==> src/rtl/cpu_mem_responder.sv <==
// Memory-side responder for the multicycle CPU: word array, memory-mapped io_out, sticky err.
// Optional read wait states are enabled by defining MEM_WAIT_EN.
module cpu_mem_responder #(
    parameter int ADDR_W      = 8,
    parameter int DATA_W      = 16,
    parameter int DEPTH       = 255,
    parameter int IO_ADDR     = 255,
    parameter int WAIT_CYCLES = 2
) (
    input  logic              CLK,
    input  logic              reset,
    input  logic              MemRead,
    input  logic              MemWrite,
    input  logic [ADDR_W-1:0] addr,
    input  logic [DATA_W-1:0] dataW,
    output logic [DATA_W-1:0] dataR,
    output logic              rd_valid,
    output logic              busy,
    output logic              err,
    output logic [DATA_W-1:0] io_out
);

    typedef enum logic [1:0] {
        IDLE = 2'd0,
`ifdef MEM_WAIT_EN
        WAIT = 2'd1,
`endif
        RESP = 2'd2
    } state_t;

    state_t            state, state_n;
    logic [DATA_W-1:0] mem [DEPTH];
    logic              rd_req, wr_req, fire, err_set;
    logic [ADDR_W-1:0] rd_addr;
    logic [DATA_W-1:0] rd_word;

    function automatic logic in_array(input logic [ADDR_W-1:0] a);
        return int'(a) < DEPTH;
    endfunction

    function automatic logic is_io(input logic [ADDR_W-1:0] a);
        return int'(a) == IO_ADDR;
    endfunction

`ifdef MEM_WAIT_EN
    localparam int CNT_W = (WAIT_CYCLES > 1) ? $clog2(WAIT_CYCLES) : 1;
    logic [CNT_W-1:0]  cnt, cnt_n;
    logic [ADDR_W-1:0] addr_p0;

    assign busy    = (state == WAIT);
    assign rd_addr = busy ? addr_p0 : addr;
`else
    assign busy    = 1'b0;
    assign rd_addr = addr;
`endif

    // A simultaneous read+write keeps only the write; everything is dropped while busy.
    assign rd_req  = MemRead & ~MemWrite & ~busy;
    assign wr_req  = MemWrite & ~busy;
    assign err_set = (busy & (MemRead | MemWrite))
                   | (~busy & MemRead & MemWrite)
                   | ((rd_req | wr_req) & ~in_array(addr) & ~is_io(addr));

    always_comb begin
        rd_word = '0;
        if (in_array(rd_addr))
            rd_word = mem[rd_addr];
        else if (is_io(rd_addr))
            rd_word = io_out;
    end

    always_comb begin
        state_n = state;
        fire    = 1'b0;
`ifdef MEM_WAIT_EN
        cnt_n   = cnt;
        if (state == WAIT) begin
            if (cnt == '0) begin
                state_n = RESP;
                fire    = 1'b1;
            end else begin
                cnt_n = cnt - 1'b1;
            end
        end else begin
            state_n = IDLE;
            if (rd_req) begin
                if (WAIT_CYCLES == 0) begin
                    state_n = RESP;
                    fire    = 1'b1;
                end else begin
                    state_n = WAIT;
                    cnt_n   = CNT_W'(WAIT_CYCLES - 1);
                end
            end
        end
`else
        state_n = IDLE;
        if (rd_req) begin
            state_n = RESP;
            fire    = 1'b1;
        end
`endif
    end

    always_ff @(posedge CLK) begin
        if (!reset) begin
            state    <= IDLE;
            rd_valid <= 1'b0;
            dataR    <= '0;
            err      <= 1'b0;
            io_out   <= '0;
        end else begin
            state    <= state_n;
            rd_valid <= fire;
            if (fire)
                dataR <= rd_word;
            if (err_set)
                err <= 1'b1;
            if (wr_req && is_io(addr))
                io_out <= dataW;
        end
    end

`ifdef MEM_WAIT_EN
    always_ff @(posedge CLK) begin
        if (!reset)
            cnt <= '0;
        else
            cnt <= cnt_n;
    end

    always_ff @(posedge CLK) begin
        if (rd_req)
            addr_p0 <= addr;
    end
`endif

    // Array contents survive reset; writes are simply held off while reset is asserted.
    always_ff @(posedge CLK) begin
        if (reset && wr_req && in_array(addr))
            mem[addr] <= dataW;
    end

endmodule

==> config.mk <==
export PLATFORM = sky130hd
export DESIGN_NAME = cpu_mem_responder
export DESIGN_NICKNAME = d
export VERILOG_FILES = /design/src/rtl/cpu_mem_responder.sv
export SDC_FILE = /design/constraint.sdc
export NUM_CORES = 2
export LEC_CHECK = 0
export CAP_MARGIN = 15
export CELL_PAD_IN_SITES_DETAIL_PLACEMENT = 0
export CELL_PAD_IN_SITES_GLOBAL_PLACEMENT = 1
export CORE_ASPECT_RATIO = 0.75
export CORE_MARGIN = 2
export CORE_UTILIZATION = 30
export CTS_CLUSTER_DIAMETER = 50
export DETAILED_ROUTE_END_ITERATION = 10
export PLACE_DENSITY = 0.53
export SLEW_MARGIN = 20
export SYNTH_ARGS = -nofsm -noshare
export SYNTH_HDL_FRONTEND = slang
export SYNTH_SLANG_ARGS = --single-unit
export TNS_END_PERCENT = 1
==> constraint.sdc <==
create_clock -name CLK -period 10.85 [get_ports CLK]
set_input_delay 2.17 -clock CLK [delete_from_list [all_inputs] [get_ports CLK]]
set_output_delay 2.17 -clock CLK [all_outputs]
set_load 0.01 [all_outputs]
---- Word level (Yosys, flattened, before mapping) ----
Memories as Yosys holds them, arrays and structs flattened.
Cells that the tools add are included.
cells by class
  order comparisons ....................... 1
  equality and inequality tests ........... 1
  mux-type cells .......................... 5
  bitwise gates (word level) .............. 9
  reduce and logical (&&, ||, !) cells .... 3
operator list
  operator              number
  $mux W16              2
  $eq A8 B1 Y1 const B  1
  $lt A8 B8 Y1 const B  1
  $and A1 B1 Y1         4
  $logic_and A1 B1 Y1   3
  $mux W1               3
  $not A1 Y1            3
  $or A1 B1 Y1          2
word-level totals
  flip-flop bits (word level) ............. 34
  memory bits (writable) .................. 4080
  input port bits ......................... 28
  output and inout bits ................... 35
  word-level logic and storage cells ...... 24
  memories kept ........................... 1
memory list
  memory  words  width  rd ports  clocked after memory_dff  wr ports  RTL line  text
  mem     255    16     1         0                         1         32        logic [DATA_W-1:0] mem [DEPTH];

---- Logic depth before layout (Yosys ltp) ----
  word-level depth ........................ 6
  gate-level depth with buffers ........... 14

---- Least setup slack after synthesis ----
OpenSTA, ideal clock, no wires.
  path type ............................... input -> register
  start ................................... in addr[0]
  end ..................................... mem mem[117][0] (enable)
  arrival time ............................ 4.810 ns
  required time ........................... 10.462 ns
  setup slack ............................. 5.651 ns
  cell stages on the path ................. 12
  path buffers ............................ 9
  cell sequence ........................... buf_6 buf_12 buf_6 buf_6 buf_6 buf_6 buf_4 buf_4 and2b_1 nand2_1 clkbuf_1 nor2_1
between the ends
  word-level cells in the longest chain between the ends .. 4
RTL lines
  element                        RTL line  text
  start, declared                14        input logic [ADDR_W-1:0] addr,
  $lt A8 B8 Y1                   38        return int'(a) < DEPTH;
  $logic_and A1 B1 Y1            140       if (reset && wr_req && in_array(addr))
  $mux W1                        140
  $mux W1 (not written as such)  141       mem[addr] <= dataW;
  end, declared                  32
Several ways; a longest one is shown, not always the timed one.

---- Worst setup path after layout ----
  start ................................... in addr[0]
  end ..................................... reg dataR[6]
between the ends
  word-level cells in the longest chain between the ends .. 3
  elaborated cells between the ends (all ways) .. 5
RTL lines
  element                                                   RTL line  text
  branches (longest 2 deep; another with $mem_v2 Z255 W16)  --
  $mux W16 (*)                                              66        if (in_array(rd_addr))
  end signal, assigned                                      116       dataR <= rd_word;
  end, declared                                             16        output logic [DATA_W-1:0] dataR,
Every way passes the cells marked *.
A chain may end at the register's enable or synchronous reset.

==> out/metrics.csv <==
stage,metric,value,unit
outcome,status,finished clean,
finish,"commonest cells after routing, fill and taps aside","edfxtp_1 (4080), mux4_2 (961), clkbuf_16 (417)",
routing,Initial DRC Count,10800,
global_routing,GRT Total Usage,0.178,
finish,"most common cell after layout, fill and taps aside",edfxtp_1,
timing,number of max-slew violations in the final report,0,
logic_synthesis,Netlist Area Pre-Place,158000,sq um
routing,drt wl/cell,32.5,microns
cts,Worst-path clk slew,70,ps
logic_synthesis,asr flop ratio synth,0,
cts,Sink Count,4114,
logic_synthesis,"Net Count, Synth",7195,
worst_setup_path,CP Launch Type,input pin,
logic_synthesis,number of enable flip-flop cells after synthesis,4080,
worst_setup_path,reg2reg path depth,7,
floorplanning,I/O pin total,63,
timing,Final Setup Violations,0,
cts,Worst-Skew Late Latency,970,ps
worst_setup_path,Reg2Reg Setup Slack,7470,ps
global_routing,pin count of the biggest net entering global routing,133,
placement,Placer Congestion,0.838,
floorplanning,DIE HEIGHT,632,microns
worst_setup_path,CP endpoint kind,register,
worst_setup_path,WP data arrival,6920,ps
routing,"antenna viol nets, final",0,
timing,setup TNS,0,ps
logic_synthesis,unique cell type count in the Yosys netlist,66,
min_path,Hold Crit Depth,2,
global_routing,initial antenna violation count,45,
logic_synthesis,Yosys warnings,0,
worst_setup_path,Critical Path RT,11660,ps
timing,final hold violation count,0,
cts,hold_buf cts,0,
worst_setup_path,critical path class,input pin to register,
cts,"Setup Fix Bufs, Post-CTS",0,
worst_setup_path,Worst R2R Start,mem[228][4]$_DFFE_PP_,
cts,CTS tree,built,
cts,CTS root buffer,clkbuf_16,
routing,Via density,5.26,
timing,worst-margin pin slew,1240,ps
job,max-cap violations,0,
cts,CTS max path bufs,4,
pwr,Leak,55.5,nW
logic_synthesis,Syn Inst Count,7167,
floorplanning,Rows,230,
timing,Tcrit/Tclk final,0.563,
routing,iteration count of the initial detailed-routing pass,5,
timing,RSZ-0062 raised after global routing,false,
logic_synthesis,number of synthesized register bits,4114,
timing,min Tclk post-route,6100,ps
routing,Post-route DRC,0,
finish,post-layout util,0.347,
timing,Layout Skew,66.2,ps
routing,Via Count,78400,
timing,relative slew slack,0.172,
cts,CTS resizes,0,
finish,nets,7630,
floorplanning,CORE AREA,524000,sq um
floorplanning,die area,532000,sq um
global_routing,first-pass GRT wire length,663,mm
floorplanning,Horiz. Die Dim,842,microns
worst_setup_path,r2r endpoint,dataR[4]$_SDFFE_PN0P_,
timing,Peak Freq,0.164,GHz
min_path,hold_sp,io_out[5]$_SDFFE_PN0P_,
logic_synthesis,predominant post-synthesis flop cell,edfxtp_1,
finish,layout cell share with drive strength beyond 1,0.270,
min_path,"Endpoint, Worst Hold",io_out[5]$_SDFFE_PN0P_,
global_routing,vias in the first global route,77300,
logic_synthesis,sequential area share after synthesis,0.781,
pwr,maximum vdd drop,0.128,mV
logic_synthesis,Synth Area per Inst,22.0,sq um
worst_setup_path,"critical path fanouts, max",78,
placement,post-DP HPWL,294,mm
pwr,Power Density,182,nW/um^2
cts,cts bufs inserted,410,
finish,P&R area growth vs syn,15.1,%
floorplanning,initial core utilization,0.301,
routing,WL final,484,mm
min_path,class of the worst hold path,register to register,
global_routing,grt ovf,0,
placement,IO buf count,61,
cts,Max H-tree Level,5,
worst max-delay path by stage:
stage	end	cells past startpoint	slack, ps	startpoint
floorplan	mem[117][0]$_DFFE_PP_	12	5650	addr[0]
global placement	dataR[7]$_SDFFE_PN0P_	10	3430	addr[0]
detailed placement	dataR[6]$_SDFFE_PN0P_	9	3890	addr[0]
CTS	dataR[6]$_SDFFE_PN0P_	9	4930	addr[0]
global route	dataR[6]$_SDFFE_PN0P_	9	4710	addr[0]
finish	dataR[6]$_SDFFE_PN0P_	9	4750	addr[0]
cell type report:
type                       count  area (sq um)
clock buffer                 508         10800
tap                         6960          8710
multi-input combinational   2631         33000
sequential                  4114        123000
antenna                       11          27.5
clock inverter               237          2090
inverter                       3          18.8
timing repair buffer         442          3790
fill                       48500        342000
critical path: stages:
cell and delay (ps):
buf_16 400, buf_12 520, buf_4 630, mux4_2 600, mux2i_1 450, o21ai_0 140
o21ai_0 960, a32o_1 430, o221ai_1 160
logic make-up (layout without fill, tap and decap cells):
logic type,count (synthesis),in the layout,synth area share
DFF,4114,4114,0.781
buffers and inverters,422,1190,0.0148
and+or+nand+nor,757,757,0.0211
AOI/OAI and AO/OA,607,607,0.0267
other,1,12,0.0000238
muxes,1266,1266,0.157
stage by stage:
| stage | instances | worst slack [ps] | power [mW] | hold WS [ps] | cell area (sq um) |
|---|---|---|---|---|---|
| CTS | 14900 | 4930 | 33.4 | 495 | 181000 |
| global placement | 14100 | 3430 | 19.5 | 478 | 169000 |
| floorplan | 7167 | 5650 | 18.6 | 496 | 158000 |
| detailed placement | 14100 | 3890 | 19.5 | 485 | 169000 |
| global route | 14900 | 4710 | 34.1 | 519 | 182000 |
| finish | 14900 | 4750 | 33.1 | 492 | 182000 |
registers in the layout, summed over array words and instances, names as in the netlist:
| name | cells |
|---|---|
| rd_valid | 1 |
| dataR | 16 |
| mem | 4080 |
| io_out | 16 |
| err | 1 |
cell usage after synthesis (all sizes together), types with 17 or more instances:
cell	count	area, sq um
nand2	234	878
mux2i	291	2910
buf	235	1640
nor3	17	85.1
a21oi	72	360
nor2b	36	225
nor2	302	1130
a221oi	22	199
o221ai	29	254
a22oi	114	856
mux4	963	21700
a211oi	33	248
nand3	72	360
o211ai	17	128
a21boi	18	135
nand4	24	156
o22ai	139	870
edfxtp	4080	123000
dfxtp	34	681
clkbuf	184	691
o21ai	62	310
power by group:
part / switching [mW] / internal (mW) / leakage [nW]
combinational: 1.18 / 0.514 / 12.3
clock: 6.16 / 7.78 / 6.24
sequential: 0.0158 / 17.5 / 36.9
total: 7.35 / 25.8 / 55.5
routing by layer:
layer | wire, microns | track usage | vias up
met2 | 209000 | 0.258 | 3469
met4 | 9780 | 0.0350 | 0
li1 | - | - | 31200
met1 | 221000 | 0.275 | 43200
met3 | 44400 | 0.0394 | 536
met5 | 0 | 0 | -
Power figures use the tool's default switching activity.
